==> src/rtl/ram_fill_writer_if.sv <==
// Write-stream handshake bundle for ram_fill_writer.
// The master drives words. The slave (the RAM) drives ready.
interface ram_fill_writer_if #(
    parameter int DATA_WIDTH = 4
);
    logic                  wr_valid;
    logic                  wr_ready;
    logic [DATA_WIDTH-1:0] wr_data;

    modport master (output wr_valid, output wr_data, input wr_ready);
    modport slave  (input wr_valid, input wr_data, output wr_ready);
endinterface

==> src/rtl/ram_fill_writer.sv <==
// 8x4 synchronous RAM with a fill sequencer. A pass writes every location once,
// starting at start_addr and wrapping. The read port is independent and registered.
module ram_fill_writer #(
    parameter int ADDR_WIDTH = 3,
    parameter int DATA_WIDTH = 4
) (
    input  logic                  clk,
    input  logic                  reset,
    input  logic                  start,
    input  logic [ADDR_WIDTH-1:0] start_addr,
    ram_fill_writer_if.slave      wr,
    input  logic [ADDR_WIDTH-1:0] rd_addr,
    output logic [DATA_WIDTH-1:0] rd_data,
    output logic                  busy,
    output logic                  done,
    output logic [ADDR_WIDTH:0]   words_written
);
    localparam int DEPTH = 1 << ADDR_WIDTH;
    localparam logic [ADDR_WIDTH:0] LAST_COUNT = (ADDR_WIDTH+1)'(DEPTH - 1);

    typedef enum logic [1:0] {IDLE, FILL, DONE} state_t;

    state_t                state_reg, state_next;
    logic [ADDR_WIDTH-1:0] ptr_reg, ptr_next;
    logic [ADDR_WIDTH:0]   count_reg, count_next;
    logic [DATA_WIDTH-1:0] mem [DEPTH];
    logic                  handshake;

    // wr_ready comes from the state register only, so wr_valid has no combinational path to it.
    assign handshake     = wr.wr_valid & wr.wr_ready;
    assign words_written = count_reg;

    always_ff @(posedge clk) begin
        if (reset) begin
            state_reg <= IDLE;
            ptr_reg   <= '0;
            count_reg <= '0;
        end else begin
            state_reg <= state_next;
            ptr_reg   <= ptr_next;
            count_reg <= count_next;
        end
    end

    always_comb begin
        state_next = state_reg;
        ptr_next   = ptr_reg;
        count_next = count_reg;
        case (state_reg)
            IDLE, DONE: begin
                if (start) begin
                    state_next = FILL;
                    ptr_next   = start_addr;
                    count_next = '0;
                end
            end
            FILL: begin
                if (handshake) begin
                    ptr_next   = ptr_reg + ADDR_WIDTH'(1);
                    count_next = count_reg + (ADDR_WIDTH+1)'(1);
                    if (count_reg == LAST_COUNT) begin
                        state_next = DONE;
                    end
                end
            end
            default: state_next = IDLE;
        endcase
    end

    always_comb begin
        wr.wr_ready = (state_reg == FILL);
        busy        = (state_reg == FILL);
        done        = (state_reg == DONE);
    end

    // A read and a write to the same address in one cycle return the old word.
    // The array is never cleared by reset. Only the output register is.
    always_ff @(posedge clk) begin
        if (reset) begin
            rd_data <= '0;
        end else begin
            if (handshake) begin
                mem[ptr_reg] <= wr.wr_data;
            end
            rd_data <= mem[rd_addr];
        end
    end
endmodule

==> src/flat_wrapper.sv <==
// flat-port wrapper written by rule: the top's interface ports become plain ports
module ram_fill_writer_flat 
#(
    parameter int ADDR_WIDTH = 3,
    parameter int DATA_WIDTH = 4
)
  (clk, reset, start, start_addr, rd_addr, rd_data, busy, done, words_written, wr_wr_valid, wr_wr_data, wr_wr_ready);
  ram_fill_writer_if #(.DATA_WIDTH(DATA_WIDTH)) wr_i ();
  input  logic clk;
  input  logic reset;
  input  logic start;
  input  logic [ADDR_WIDTH-1:0] start_addr;
  input  logic [ADDR_WIDTH-1:0] rd_addr;
  output logic [DATA_WIDTH-1:0] rd_data;
  output logic busy;
  output logic done;
  output logic [ADDR_WIDTH:0] words_written;
  input wire logic [$bits(wr_i.wr_valid)-1:0] wr_wr_valid;
  input wire logic [$bits(wr_i.wr_data)-1:0] wr_wr_data;
  output wire logic [$bits(wr_i.wr_ready)-1:0] wr_wr_ready;
  assign wr_i.wr_valid = wr_wr_valid;
  assign wr_i.wr_data = wr_wr_data;
  assign wr_wr_ready = wr_i.wr_ready;
  ram_fill_writer #(.ADDR_WIDTH(ADDR_WIDTH), .DATA_WIDTH(DATA_WIDTH)) u_core (.clk(clk), .reset(reset), .start(start), .start_addr(start_addr), .wr(wr_i), .rd_addr(rd_addr), .rd_data(rd_data), .busy(busy), .done(done), .words_written(words_written));
endmodule
==> config.mk <==
export PLATFORM = sky130hd
export DESIGN_NAME = ram_fill_writer_flat
export DESIGN_NICKNAME = d
export VERILOG_FILES = /design/src/rtl/ram_fill_writer_if.sv /design/src/rtl/ram_fill_writer.sv /design/src/flat_wrapper.sv
export SDC_FILE = /design/constraint.sdc
export NUM_CORES = 1
export LEC_CHECK = 0
export BUFFER_PORTS_ARGS = -buffer_cell sky130_fd_sc_hd__buf_2
export CORE_ASPECT_RATIO = 0.7
export CORE_MARGIN = 2
export CORE_UTILIZATION = 50
export DETAILED_ROUTE_END_ITERATION = 8
export GPL_ROUTABILITY_DRIVEN = 1
export PLACE_DENSITY = 0.74
export SYNTH_ARGS = -nofsm -noshare
export SYNTH_HDL_FRONTEND = slang
export SYNTH_SLANG_ARGS = --single-unit
==> constraint.sdc <==
create_clock -name clk -period 1.7 [get_ports clk]
set_clock_uncertainty 0.1 [all_clocks]
set_input_delay 0.085 -clock clk [delete_from_list [all_inputs] [get_ports clk]]
set_output_delay 0.085 -clock clk [all_outputs]
set_load 0.1 [all_outputs]
=== Word level (Yosys, flattened, before mapping) ===
Memories as Yosys holds them, arrays and structs flattened. A register that Yosys moved wholly into a read port is not among the register bits.
Cells that the tools add are included.

* Output and inout port bits: 11
* Input bits: 14
* Register bits: 9
* Memory bits (writable): 32
* Memories kept: 1
* Logic and storage cells: 31

{| class="wikitable"
|+ Memories
! name !! depth !! width !! read ports !! clocked after Yosys merged registers in !! write ports !! RTL line !! source
|-
| u_core.mem || 8 || 4 || 1 || 1 || 1 || ram_fill_writer.sv:26 || <nowiki>logic [DATA_WIDTH-1:0] mem [DEPTH];</nowiki>
|}

* $add $sub $neg: 2
* Bitwise operators: 1
* Mux-type cells: 13
* Equal/unequal tests: 6
* Reductions and logical operators: 5

{| class="wikitable"
|+ Operators with widths
! cell !! number
|-
| two-way mux 4 bit || 2
|-
| one-hot mux 4 bit (2 select lines) || 1
|-
| two-way mux 2 bit || 3
|-
| two-way mux 3 bit || 2
|-
| != test 2 bit (second input constant) || 3
|-
| one-hot mux 3 bit (2 select lines) || 1
|-
| AND reduction 3 bit || 2
|-
| adder 4 x 1 -> 4 bit (second input constant) || 1
|-
| equality test 4 x 3 -> 1 bit (second input constant) || 1
|-
| one-hot mux 2 bit (2 select lines) || 1
|-
| adder 3 x 1 -> 3 bit (second input constant) || 1
|-
| two-way mux 1 bit || 3
|-
| equality test 2 x 1 -> 1 bit (second input constant) || 1
|-
| equality test 2 bit (second input constant) || 1
|-
| logical NOT 2 bit || 1
|-
| nonzero test 2 bit || 1
|-
| OR reduction 2 bit || 1
|-
| bitwise AND 1 bit || 1
|}

=== Depth between registers and ports, before layout ===
Gate-level depths: netlist of the first run.

* Word-level depth: 5
* Gate-level depth with buffers: 5
* Gate-level depth less buffers: 5

=== Least setup slack after synthesis of the first run ===
Ideal clock, no wire load.

* Path type: reg-to-reg
* From: reg u_core.state_reg[1]
* To: reg u_core.state_reg[1]
* Period minus slack after synthesis: 2.248 ns
* Required time: 1.534 ns
* Path slack: -0.548 ns
* Path buffers: 0
* Data arrival time: 2.081 ns
* Setup time: 0.066 ns
* Cell stages (with the launch flop): 4
* Path through: dfxtp_1 nor2b_1 o2bb2ai_1 nor2b_1

* Longest elaborated chain between the ends: 4
* Elaborated cells on any way between the ends: 10
* Those cells by class: eq/ne: 5; mux: 1; bitwise: 1; reduce/logical: 3

{| class="wikitable"
|+ RTL lines
! element !! RTL line !! source
|-
| start, declared || ram_fill_writer.sv:23 || <nowiki>state_t state_reg, state_next;</nowiki>
|-
| start signal, assigned || ram_fill_writer.sv:39 || <nowiki>state_reg <= state_next;</nowiki>
|-
| equality test 2 bit (*) || - ||
|-
| via done || flat_wrapper.sv:16 || <nowiki>output logic done;</nowiki>
|-
| OR reduction 2 bit (*) || ram_fill_writer.sv:49 || <nowiki>case (state_reg)</nowiki>
|-
| != test 2 bit (no source line) || - ||
|-
| AND reduction 3 bit (no source line) || - ||
|}

Mark *: on every way through the listed nets, which the timed path passes. The rest lies on a longest branch.
A chain may end at the register's enable or synchronous reset.

=== Worst setup path in the final report of the first run ===
* From: reg u_core.state_reg[1]
* To: reg u_core.count_reg[2] (netlist: u_core.words_written[2])

* Longest elaborated chain between the ends: 4
* Elaborated cells on any way between the ends: 10
* Those cells by class: eq/ne: 4; mux: 1; bitwise: 1; reduce/logical: 4

{| class="wikitable"
|+ RTL lines
! element !! RTL line !! source
|-
| equality test 2 x 1 -> 1 bit, or another cell as far along || ram_fill_writer.sv:49, ram_fill_writer.sv:71 ||
|-
| bitwise AND 1 bit or OR reduction 2 bit (tied branches) || ram_fill_writer.sv:30, ram_fill_writer.sv:49 ||
|-
| != test 2 bit (no source line) or nonzero test 2 bit (tied branches) || - ||
|-
| AND reduction 3 bit (no source line) || - ||
|-
| end signal, assigned || ram_fill_writer.sv:41 || <nowiki>count_reg <= count_next;</nowiki>
|-
| end, declared || ram_fill_writer.sv:25 || <nowiki>logic [ADDR_WIDTH:0] count_reg, count_next;</nowiki>
|}

Parallel ways exist; a longest one is shown, timed or not.

==> results.yml, run 1 <==
route:
  drtAntennaViolNets: 0
  route.detailed.drc: 0
  drt-initial-drc-count: 72
  viasPerCell: 5.458
  routedWlPerCell_um: 16.19
  firstDrtPassIters: 4
  routed_wl_um: 3498
  vias: 1179
cts:
  cts.sinks: 45
  cts_buffers: 5
  ctsLongestPathBuffers: 2
  cts.clk_slew.worst_paths_ns: 0.07
  clk_latency_ns: 0.29
  clock_tree.root_cell: "clkbuf_8"
  cts_max_level: 2
  tritoncts: "built"
pwr:
  leakagePower_nw: 0.8359
  swShare: 0.2485
  internal_power_mw: 1.576
  switching_power_uw: 521.2
  power.total_mw: 2.097
  p_per_area_mw_per_mm2: 922.0
  pwr-share-clk: 0.286
  power_frac_seq: 0.577
  vdd_drop_max_mv: 0.5078
  pwr-share-comb: 0.137
timing:
  hold_viol: 0
  period_share: 0.9724
  hold_ws_ns: 0.07287
  grt_setup_unrepaired: "false"
  fmax_mhz: 604.9
  finalSetupViolCount: 0
  tns_ns: 0
  final_max_slew_viol_count: 0
  worst_pin_slew_ns: 0.4867
  period_needed_ns: 1.653
  slew_headroom: 0.6778
logic_synthesis:
  synth_mux_area_frac: 0.1000
  syn_avg_cell_area_um2: 15.01
  synth.distinct_cells: 34
  synth_top_family_by_area: "simple AND/OR/NAND/NOR gates"
  synth_compound_area_frac: 0.06597
  syn-num-nets: 136
  ys_ff_latch: 45
  synthCells: 120
  synth_area_mm2: 0.001802
  yosys.area_share.simple: 0.1250
  synthXorXnorAreaFrac: 0
  yosys.area_share.adder: 0.01389
  yosys_warnings: 0
  ys_seq_area_frac: 0.6778
global_routing:
  grt_pass1_vias: 1065
  grt_busiest_layer: "met1"
  antenna_found_initial: 0
  use_met2: 0.2658
  grt_pass1_wl_um: 5326
  overflow: 0
  use_met3: 0.05893
  grt.total_usage: 0.1880
  gr-usage-met1: 0.2878
  grt_max_degree: 14
layout:
  syn_to_final_growth_pct: 26.25
  num_antenna_cells: 0
  fin_util: 0.6516
  top_register: "u_core.mem"
  drive_gt1_frac: 0.3976
  final_common_cell: "edfxtp_1"
  final_cell_mix: "edfxtp_1 (32), buf_2 (22), buf_4 (15)"
  largest_reg_flops: 32
  nNetsFinal: 182
place:
  hpwl_um: 2653
  gp_congestion: 0.8407
  io_buffers: 24
floorplanning:
  initial_core_util: 0.5161
  die_w_um: 75.75
  die_area_mm2: 0.004108
  die_y_um: 54.23
  core_mm2: 0.003491
  ios: 25
  core.rowCount: 18
worst_setup_path:
  cp-startpoint: "u_core.state_reg[1]"
  ff2ff_setup_slack_ns: 0.05
  cp.required_ns: 1.81
  crit_type: "reg -> reg"
  crit_fanout: 8
  rr_endpoint: "u_core.words_written[2]"
  cp-end-kind: "register"
  ff2ff_path_depth: 5
  crit_path_end: "u_core.words_written[2]"
  cp.arrival_ns: 1.77
  start_kind: "register"
  reg2reg_from: "u_core.state_reg[1]"
worst_hold_path:
  worstHoldPathType: "in -> reg"
run_status:
  status: "completed"
run:
  max_cap_viol_count: 0
worst min path at each step:
stage             startpoint                       to  slack (ns)  depth (start not counted)
6_report       start_addr[2]        u_core.ptr_reg[2]        0.07                          4
5_1_grt                reset        u_core.ptr_reg[0]        0.09                          3
4_1_cts                reset  u_core.words_written[3]        0.07                          3
3_5_place_dp   wr_wr_data[2]         u_core.mem[6][2]        0.28                          1
3_3_place_gp   wr_wr_data[0]         u_core.mem[0][0]        0.27                          1
2_1_floorplan  wr_wr_data[0]         u_core.mem[0][0]        0.08                          0
per-stage QoR:
stage | cell area, um2 | cells | setup WS [ns]
after floorplan | 1837 | 120 | -0.008934
after global placement | 2115 | 203 | 0.09440
after detailed placement | 2115 | 203 | 0.05876
after CTS | 2245 | 215 | 0.03370
after global routing | 2275 | 216 | 0.007761
final | 2275 | 216 | 0.04690
cell families (layout without fill, tap and decap cells):
kind of cell    Yosys count  after routing
fa+ha+maj                 2              2
flops                    45             45
mux                       8              8
simple gates             41             41
compound gates           17             17
buf+inv                   7             53
routing by layer:
layer,wire (um),vias to the layer above
li1,-,558
met1,1766,585
met5,0,-
met3,163,2
met4,14,0
met2,1553,34
cells in the mapped netlist:
cell        n  share of area
o21ai_0     1         0.0028
nor2b_1     3          0.010
a41oi_1     1         0.0049
nor2_1     13          0.027
inv_1       2         0.0042
nand4b_1    1         0.0049
and2_1      1         0.0035
ha_1        2          0.014
a22oi_1     1         0.0042
nand2b_1    3          0.010
o22ai_1     1         0.0035
and4bb_2    1         0.0069
a21oi_1     5          0.014
and3b_2     1         0.0056
buf_2       1         0.0028
nor4_1      1         0.0035
or4_1       1         0.0042
a22o_1      4          0.019
buf_4       1         0.0042
edfxtp_1   32           0.53
and2b_4     1         0.0056
or3_1       1         0.0035
or4b_1      1         0.0056
clkbuf_1    3         0.0062
nand2_1     4         0.0083
nor3_1      6          0.017
dfxtp_1    13           0.14
nand3_1     2         0.0056
mux4_2      8           0.10
a2bb2oi_1   1         0.0049
o2bb2ai_1   1         0.0049
a211oi_1    1         0.0042
a31oi_1     1         0.0035
nor2_2      1         0.0035
cell type report:
class                      instances  area, um2
multi-input combinational         68      586.8
timing repair buffer              44      312.8
sequential                        45       1224
clock inverter                     1      5.005
fill                             271       1216
clock buffer                       6      72.57
inverter                           2      11.26
tap                               50      62.56
worst max-delay path: stages (launching register included):
cell     delay [ns]
dfxtp_1        0.31
buf_4          0.15
and3b_2        0.31
nor2_4         0.07
or4b_1         0.50
a21oi_1        0.14
power groups by stage:
stage          Clock (mW)  Combinational [mW]  Sequential (mW)
2_1_floorplan           0               0.137             1.29
4_1_cts             0.615               0.280             1.21
3_5_place_dp            0               0.270             1.23
5_1_grt             0.647               0.306             1.21
3_3_place_gp            0               0.267             1.23
6_report            0.599               0.287             1.21
repair_timing:
action | in CTS | in global routing
setup endpoints to repair | 2 | 10
hold buffers | 5 | 0
setup buffers | 0 | 1
hold endpoints to repair | 33 | 0
resized for setup | 1 | 5
cloned | 0 | 0
No activity file was read; power rests on OpenSTA's default activity.
==> run 2: changes to the inputs <==
--- a/config.mk
+++ b/config.mk
@@ -11,7 +11,8 @@
 export CORE_UTILIZATION = 50
 export DETAILED_ROUTE_END_ITERATION = 8
 export GPL_ROUTABILITY_DRIVEN = 1
-export PLACE_DENSITY = 0.74
+export MAX_ROUTING_LAYER = met4
+export PLACE_DENSITY_LB_ADDON = 0.1
 export SYNTH_ARGS = -nofsm -noshare
 export SYNTH_HDL_FRONTEND = slang
 export SYNTH_SLANG_ARGS = --single-unit
==> results.yml, run 2 (synthesis gave the netlist of run 1 again) <==
layout:
  syn_to_final_growth_pct: 21.32
  drive_gt1_frac: 0.3774
  final_cell_mix: "edfxtp_1 (32), buf_2 (22), nor2_1 (12)"
  largest_reg_flops: 32
  fin_util: 0.6262
  top_register: "u_core.mem"
  num_antenna_cells: 0
  nNetsFinal: 174
  final_common_cell: "edfxtp_1"
  instances_no_fill: 209
  final_cell_area_mm2: 0.002186
run_status:
  status: "finished, violations left"
  violations: "hold timing"
global_routing:
  grt.total_usage: 0.2032
  antenna_found_initial: 0
  grt_max_degree: 14
  grt_pass1_wl_um: 5471
  grt_pass1_vias: 1047
  overflow: 0
worst_setup_path:
  cp-end-kind: "register"
  cp.arrival_ns: 1.78
  crit_buf_inv: 1
  critical_path.top_delay_family: "simple AND/OR/NAND/NOR gates"
  path_cells: "buf_4, and2b_4, nor2_4, or4b_1, a21oi_2"
  cp.required_ns: 1.83
  crit_slowest_cell: "or4b_1"
  max_stage_delay_ns: 0.52
  start_kind: "register"
  crit_fanout: 8
  crit_type: "reg -> reg"
route:
  wl_met1_um: 1754
  drtAntennaViolNets: 0
  wl_met3_um: 229
  firstDrtPassIters: 4
  viasPerCell: 5.411
  route.detailed.drc: 0
  top_layer: "met4"
  dr_wl_met2_um: 1478
  drt-initial-drc-count: 59
  routedWlPerCell_um: 16.69
  routed_wl_um: 3488
  vias: 1131
place:
  dpl_cell_area_mm2: 0.002047
  dp.cells: 198
  gp_congestion: 0.9058
  hpwl_um: 2583
  io_buffers: 24
timing:
  hold_viol: 1
  final_max_slew_viol_count: 0
  slew_headroom: 0.6785
  period_share: 0.9704
  hold_ws_ns: -0.001892
  period_needed_ns: 1.650
  finalSetupViolCount: 0
  grt_setup_unrepaired: "false"
  fmax_mhz: 606.2
  worst_pin_slew_ns: 0.4856
cts:
  clock_tree.root_cell: "clkbuf_8"
  cts_max_level: 2
  clk_latency_ns: 0.29
  cts_buffers: 5
  ctsLongestPathBuffers: 2
  tritoncts: "built"
  cts.clk_slew.worst_paths_ns: 0.08
  postCtsSetupBuffers: 0
  cts.sinks: 45
pwr:
  vdd_drop_max_mv: 0.7361
  leakagePower_nw: 0.7847
  p_per_area_mw_per_mm2: 957.6
  power.total_mw: 2.093
floorplanning:
  core.rowCount: 18
  initial_core_util: 0.5161
  ios: 25
  die_y_um: 54.23
  die_w_um: 75.75
  core_mm2: 0.003491
  die_area_mm2: 0.004108
run:
  max_cap_viol_count: 0
worst_hold_path:
  worstHoldPathType: "in -> reg"
==> run 2: cell count changes in the layout (fill, tap and decap cells not counted), sizes merged <==
| cell | delta |
|---|---|
| clkbuf | +1 |
| buf | -6 |
| dlygate4sd3 | -2 |
==> run 2: final timing paths <==
path | from | endpoint | slack (ns) | cells past startpoint
min | wr_wr_data[1] | u_core.mem[0][1] | -0.002 | 1
max reg2reg | u_core.state_reg[0] | u_core.words_written[2] | 0.05 | 5
min reg2reg | u_core.ptr_reg[0] | u_core.ptr_reg[0] | 0.43 | 2
max | u_core.state_reg[0] | u_core.words_written[2] | 0.05 | 5
==> run 2: through the flow <==
stage                     setup WS (ns)  TNS [ns]  hold slack [ns]
after global routing           0.005674         0         0.003286
after CTS                     -0.009477  -0.03223         0.006233
after detailed placement      -0.003453  -0.01363           0.2857
after floorplan               -0.008934  -0.01660          0.08387
after global placement          0.03496         0           0.2779
final                           0.05024         0        -0.001892
==> run 2: power breakdown <==
group | internal, mW | switching, mW
clock network | 0.286 | 0.327
logic | 0.0862 | 0.182
registers | 1.19 | 0.0187
==> run 2: cell type report <==
type                    count  area [um2]
clock buffers               7       76.32
clock inverters             1       3.754
fillers                   278        1305
inverters                   2       11.26
multi-input cells          68       585.6
flip-flops and latches     45        1224
well taps                  50       62.56
repair buffers             36       222.7
==> run 2: metal layers <==
layer | up-vias | global-route usage
met5 | - | -
met2 | 38 | 0.2830
met1 | 546 | 0.2850
li1 | 543 | -
met3 | 4 | 0.07182
met4 | 0 | 0.05263
==> run 2: repair_timing <==
item | 4_1_cts | 5_1_grt
hold buffers | 3 | 0
pin swaps | 0 | 1
resized for setup | 2 | 6
setup endpoints to repair | 6 | 19
endpoints found under the hold margin | 13 | 0
